`src/rtl/spi_master_duplex.sv`:
```
// Full-duplex SPI master: one word per strobe, all four SPI modes,
// configurable word length, bit order, SCLK rate and CS idle time.
module spi_master_duplex #(
    parameter int SPI_MODE          = 0,
    parameter int CLKS_PER_HALF_BIT = 2,
    parameter int DATA_WIDTH        = 8,
    parameter int MSB_FIRST         = 1,
    parameter int CS_INACTIVE_CLKS  = 2
) (
    input  logic                  clk_i,
    input  logic                  rst_i,
    input  logic [DATA_WIDTH-1:0] data_i,
    input  logic                  data_in_valid_strobe_i,
    output logic                  tx_ready_o,
    output logic [DATA_WIDTH-1:0] data_o,
    output logic                  data_out_valid_strobe_o,
    output logic                  spi_clk_o,
    output logic                  spi_mosi_o,
    input  logic                  spi_miso_i,
    output logic                  spi_cs_o
);

    localparam int W   = DATA_WIDTH;
    localparam int HCW = $clog2(CLKS_PER_HALF_BIT);
    localparam int GCW = (CS_INACTIVE_CLKS > 1) ? $clog2(CS_INACTIVE_CLKS) : 1;
    localparam int ECW = $clog2(2 * DATA_WIDTH + 1);

    localparam logic CPOL = (SPI_MODE == 2) || (SPI_MODE == 3);
    localparam logic CPHA = (SPI_MODE == 1) || (SPI_MODE == 3);
    localparam logic MSBF = (MSB_FIRST != 0);

    localparam logic [HCW-1:0] H_LAST = HCW'(CLKS_PER_HALF_BIT - 1);
    localparam logic [GCW-1:0] G_LAST = GCW'(CS_INACTIVE_CLKS - 1);
    localparam logic [ECW-1:0] E_ALL  = ECW'(2 * DATA_WIDTH);
    localparam logic [ECW-1:0] E_ONE  = ECW'(1);

    typedef enum logic [2:0] {
        IDLE,
        SETUP,
        SHIFT,
        HOLD,
        GAP
    } state_t;

    state_t         state_q;
    logic [W-1:0]   tx_q;
    logic [W-1:0]   rx_q;
    logic [HCW-1:0] hcnt_q;
    logic [ECW-1:0] ecnt_q;
    logic [GCW-1:0] gcnt_q;
    logic           rdy_q;
    logic [W-1:0]   dout_q;
    logic           dv_q;
    logic           sclk_q;
    logic           mosi_q;
    logic           cs_q;

    function automatic logic head(input logic [W-1:0] x);
        return MSBF ? x[W-1] : x[0];
    endfunction

    function automatic logic [W-1:0] shl(input logic [W-1:0] x);
        return MSBF ? {x[W-2:0], 1'b0} : {1'b0, x[W-1:1]};
    endfunction

    logic [W-1:0] rx_d;
    logic         lead_d;
    logic         last_d;
    logic         sample_d;
    logic         drive_d;

    // Remaining-edge count is even on leading edges (starts at 2*W).
    assign lead_d   = ~ecnt_q[0];
    assign last_d   = (ecnt_q == E_ONE);
    assign sample_d = CPHA ? ~lead_d : lead_d;
    assign drive_d  = CPHA ? lead_d : (~lead_d & ~last_d);
    assign rx_d     = MSBF ? {rx_q[W-2:0], spi_miso_i}
                           : {spi_miso_i, rx_q[W-1:1]};

    always_ff @(posedge clk_i or negedge rst_i) begin
        if (!rst_i) begin
            state_q <= IDLE;
            tx_q    <= '0;
            rx_q    <= '0;
            hcnt_q  <= '0;
            ecnt_q  <= '0;
            gcnt_q  <= '0;
            rdy_q   <= 1'b0;
            dout_q  <= '0;
            dv_q    <= 1'b0;
            sclk_q  <= CPOL;
            mosi_q  <= 1'b0;
            cs_q    <= 1'b1;
        end else begin
            dv_q <= 1'b0;
            unique case (state_q)
                IDLE: begin
                    if (data_in_valid_strobe_i && rdy_q) begin
                        state_q <= SETUP;
                        rdy_q   <= 1'b0;
                        cs_q    <= 1'b0;
                        rx_q    <= '0;
                        hcnt_q  <= H_LAST;
                        ecnt_q  <= E_ALL;
                        if (CPHA) begin
                            tx_q <= data_i;
                        end else begin
                            tx_q   <= shl(data_i);
                            mosi_q <= head(data_i);
                        end
                    end else begin
                        rdy_q <= 1'b1;
                    end
                end
                SETUP: begin
                    if (hcnt_q == '0) begin
                        state_q <= SHIFT;
                        hcnt_q  <= H_LAST;
                    end else begin
                        hcnt_q <= hcnt_q - 1'b1;
                    end
                end
                SHIFT: begin
                    if (hcnt_q == '0) begin
                        sclk_q <= ~sclk_q;
                        ecnt_q <= ecnt_q - E_ONE;
                        hcnt_q <= H_LAST;
                        if (sample_d) begin
                            rx_q <= rx_d;
                        end
                        if (drive_d) begin
                            mosi_q <= head(tx_q);
                            tx_q   <= shl(tx_q);
                        end
                        if (last_d) begin
                            state_q <= HOLD;
                        end
                    end else begin
                        hcnt_q <= hcnt_q - 1'b1;
                    end
                end
                HOLD: begin
                    if (hcnt_q == '0) begin
                        state_q <= GAP;
                        cs_q    <= 1'b1;
                        dout_q  <= rx_q;
                        dv_q    <= 1'b1;
                        gcnt_q  <= G_LAST;
                    end else begin
                        hcnt_q <= hcnt_q - 1'b1;
                    end
                end
                GAP: begin
                    if (gcnt_q == '0) begin
                        state_q <= IDLE;
                        rdy_q   <= 1'b1;
                    end else begin
                        gcnt_q <= gcnt_q - 1'b1;
                    end
                end
                default: begin
                    state_q <= IDLE;
                end
            endcase
        end
    end

    assign tx_ready_o              = rdy_q;
    assign data_o                  = dout_q;
    assign data_out_valid_strobe_o = dv_q;
    assign spi_clk_o               = sclk_q;
    assign spi_mosi_o              = mosi_q;
    assign spi_cs_o                = cs_q;

endmodule

```
`config.mk`:
```
export PLATFORM = sky130hd
export DESIGN_NAME = spi_master_duplex
export DESIGN_NICKNAME = d
export VERILOG_FILES = /design/src/rtl/spi_master_duplex.sv
export SDC_FILE = /design/constraint.sdc
export NUM_CORES = 1
export LEC_CHECK = 0
export ABC_AREA = 1
export ABC_CLOCK_PERIOD_IN_PS = 1400
export BUFFER_PORTS_ARGS = -buffer_cell sky130_fd_sc_hd__buf_4
export CORE_UTILIZATION = 50
export CTS_CLUSTER_DIAMETER = 120
export DETAILED_ROUTE_END_ITERATION = 10
export PLACE_DENSITY = 0.74
export SLEW_MARGIN = 20
export SYNTH_ARGS = -nofsm -noshare
export SYNTH_HDL_FRONTEND = slang
export SYNTH_SLANG_ARGS = --single-unit
```
`constraint.sdc`:
```
create_clock -name clk_i -period 1.4 [get_ports clk_i]
set_input_delay 0.28 -clock clk_i [delete_from_list [all_inputs] [get_ports clk_i]]
set_output_delay 0.28 -clock clk_i [all_outputs]
set_load 0.05 [all_outputs]
```
==> flow_metrics.env <==
export IMPL_status="finished, violations left"
export IMPL_yosysSeqAreaShare_pct=54.8
export IMPL_fin_crit_ns=1.42
export IMPL_grt_max_degree=39
export IMPL_grt_antenna_before_repair=0
export IMPL_p_leak_uw=0.00125
export IMPL_htreeDepth=2
export IMPL_worstHoldStart="spi_miso_i"
export IMPL_drtAntennaViolNets=0
export IMPL_grt_pass1_wl_um=5530
export IMPL_track_usage_pct=20.8
export IMPL_syn_num_nets=230
export IMPL_crit_top_cell="nand2_1"
export IMPL_final_common_cell="nand2_1"
export IMPL_fin_crit_sh_pct=102
export IMPL_clock_skew_ns=0.00654
export IMPL_worst_r2r_path_depth=10
export IMPL_viasPerCell=4.91
export IMPL_pwr_share_seq_pct=34.7
export IMPL_wire_per_inst_um=11.5
export IMPL_max_slew_margin_pct=68.9
export IMPL_crit_required_ns=1.69
export IMPL_timing_rr_start="ecnt_q[1]$_DFFE_PN0P_"
export IMPL_path_max_fanout=8
export IMPL_die_area_mm2=0.00372
export IMPL_drv_cap=0
export IMPL_n_fill_cell=273
export IMPL_p_per_area_mw_per_mm2=2530
export IMPL_grt_overflow_total=0
export IMPL_portBuffers=24
export IMPL_cp_slowest_cell="dfrtp_1"
export IMPL_synthCells=216
export IMPL_cts_tree="yes"
export IMPL_fin_nets=278
export IMPL_final_setup_tns_ns=-0.164
export IMPL_grt_setup_unrepaired="yes"
export IMPL_power_switching_uw=2670
export IMPL_cts_root_buf="clkbuf_4"
export IMPL_p_sw_share_pct=47.1
export IMPL_reg2reg_slack_ns=-0.02
export IMPL_hp_class="in2reg"
export IMPL_worst_path_buf_inv=2
export IMPL_multiInputGateArea_um2=754
export IMPL_clockPowerShare_pct=11.1
export IMPL_drive_gt1_share_pct=26.4
export IMPL_cts_sinks=38
export IMPL_finalMaxSlewViolations=0
export IMPL_tightest_slew_ns=0.467
export IMPL_drtIter0Drc=63
export IMPL_whs_endpoint="rx_q[0]$_DFFE_PN0P_"
export IMPL_hold_violations=0
export IMPL_p_int_uw=3000
export IMPL_seq_area_um2=955
export IMPL_r2r_end="tx_q[6]$_DFFE_PN0P_"
export IMPL_core_mm2=0.00334
export IMPL_syn2layout_area_growth_pct=28.8
export IMPL_path_cells="inv_1, ha_1, inv_1, nor2_1, nand2_1, nand2_1, nand2_4, nand2_4, nand2_1, nand2_1"
export IMPL_fp_dieH_um=61.0
export IMPL_synth_avg_cell_area_um2=8.05
export IMPL_critPathMaxStageDelay_ns=0.40
export IMPL_worstPathArrival_ns=1.71
export IMPL_clk_pin_slew_ns=0.12
export IMPL_crit_path_end_kind="flip-flop"
export IMPL_numCtsBuffers=5
export IMPL_syn_cell_area_mm2=0.00174
export IMPL_start_util_pct=52.1
export IMPL_finalSetupViolCount=8
export IMPL_utilization_pct=67.1
export IMPL_hold_ws_ns=0.121
export IMPL_pwr_share_comb_pct=54.2
export IMPL_wl_um=3570
export IMPL_criticalPathCategory="reg2reg"
export IMPL_fmax_ghz=0.703
export IMPL_drc=0
export IMPL_die_x_um=61.0
export IMPL_vias=1527
export IMPL_cts_buffer_depth=2
export IMPL_io_pins=25
export IMPL_ys_ff_latch=38
export IMPL_grt_pass1_vias=1307
export IMPL_startpoint_type="flip-flop"
export IMPL_failed_checks="negative setup slack"
export IMPL_clk_latency_ns=0.35
export IMPL_row_count=21
export IMPL_dp_final_hpwl_um=2320
export IMPL_ys_warn_count=0
export IMPL_worst_ir_drop_vdd_uv=1260
export IMPL_final_cell_mix="nand2_1 (108), buf_4 (40), dfrtp_1 (35), nand3_1 (18), inv_1 (10)"
export IMPL_hold_depth=3
export IMPL_path_delay_family="simple AND/OR/NAND/NOR gates"
export IMPL_fin_ws_ns=-0.0219
export IMPL_first_pass_iters=4
export IMPL_routabilityCongestion=0.805
export IMPL_synth_cell_types=25
export IMPL_antenna_cells=0
==> worst min-delay path, stage by stage <==
cell and delay [ns]:
buf_4 0.07, nand2_1 0.04, nand2_1 0.05
==> stage by stage <==
step	power [uW]	area [um^2]	setup slack [ns]	std cells
2_1_floorplan	3880	1740	0.0485	216
3_3_place_gp	4720	2060	0.0427	297
3_5_place_dp	4770	2060	-0.0194	297
4_1_cts	5450	2150	0.0129	306
5_1_grt	6130	2240	-0.164	311
6_report	5670	2240	-0.0219	311
==> area by class of cell <==
cell class                 instances  share of cell area [%]
tap                               46                    2.57
sequential                        38                    42.6
clock buffer                       6                    2.29
multi-input combinational        161                    33.7
inverter                          14                    2.52
clock inverter                     2                   0.727
timing repair buffer              44                    15.5
==> flip-flops by register name, indices dropped and copies added, names as in the netlist <==
| signal | count |
|---|---|
| rx_q | 8 |
| gcnt_q | 1 |
| spi_mosi_o | 1 |
| state_q | 3 |
| spi_clk_o | 1 |
| hcnt_q | 1 |
| tx_q | 7 |
| spi_cs_o | 1 |
| data_o | 8 |
| tx_ready_o | 1 |
| data_out_valid_strobe_o | 1 |
| ecnt_q | 5 |
==> power groups by stage <==
stage	combinational (uW)	clock, uW	sequential, uW
3_5_place_dp	2800	0	1970
4_1_cts	2840	654	1950
2_1_floorplan	1350	0	2520
3_3_place_gp	2760	0	1960
5_1_grt	3380	703	2040
6_report	3070	628	1970
==> Yosys cell counts (all sizes together) <==
| master | number | share of area [%] |
|---|---|---|
| dfstp | 1 | 1.5 |
| ha | 2 | 1.4 |
| nand2 | 114 | 26 |
| a21oi | 4 | 1.2 |
| nand3 | 18 | 5.2 |
| nand4 | 1 | 0.72 |
| clkinv | 1 | 0.22 |
| xnor2 | 1 | 0.50 |
| xor2 | 1 | 0.50 |
| dfrtp | 37 | 53 |
| o22ai | 1 | 0.36 |
| inv | 13 | 2.8 |
| o21bai | 1 | 0.43 |
| nor2 | 12 | 3.2 |
| buf | 3 | 1.0 |
| nor3 | 1 | 0.29 |
| o211ai | 1 | 0.43 |
| o21ai | 4 | 1.4 |
==> worst max-delay path by stage <==
stage                           startpoint                      to  depth (start not counted)
floorplan           tx_ready_o$_DFFE_PN0P_  spi_mosi_o$_DFFE_PN0P_                          5
global route         ecnt_q[1]$_DFFE_PN0P_     tx_q[4]$_DFFE_PN0P_                         10
detailed placement   ecnt_q[1]$_DFFE_PN0P_     tx_q[1]$_DFFE_PN0P_                         10
CTS                   spi_cs_o$_DFFE_PN1P_                spi_cs_o                          1
finish               ecnt_q[1]$_DFFE_PN0P_     tx_q[6]$_DFFE_PN0P_                         10
global placement     ecnt_q[1]$_DFFE_PN0P_  spi_mosi_o$_DFFE_PN0P_                         10
==> logic make-up (layout without fill, tap and decap cells) <==
logic type / Yosys count / in the layout / share of synthesized area, %
DFF: 38 / 38 / 54.8
buffers and inverters: 17 / 66 / 4.03
AOI/OAI and AO/OA: 11 / 11 / 3.74
adders and majority gates: 2 / 2 / 1.44
xor gates and xnor gates: 2 / 2 / 1.01
and+or+nand+nor: 146 / 146 / 35.0
==> layer usage <==
metal  wire length [um]  share of wire, %  up-vias  global-route usage [%]
met2               1700                48       34                    33.8
met4                 95               2.7        0                    7.79
met3                150               4.2       11                    6.40
met1               1620                45      707                    26.3
met5                  0                 0        -                       0
li1                   -                 -      775                       -
==> what timing repair did <==
item / CTS / global route
buffers inserted: 0 / 5
hold buffers: 1 / 0
endpoints found under the hold margin: 37 / 0
resized for setup: 3 / 14
gates cloned: 0 / 0
pin swaps: 1 / 6
endpoints found under the setup margin: 8 / 32
No activity file was read; power rests on OpenSTA's default activity.
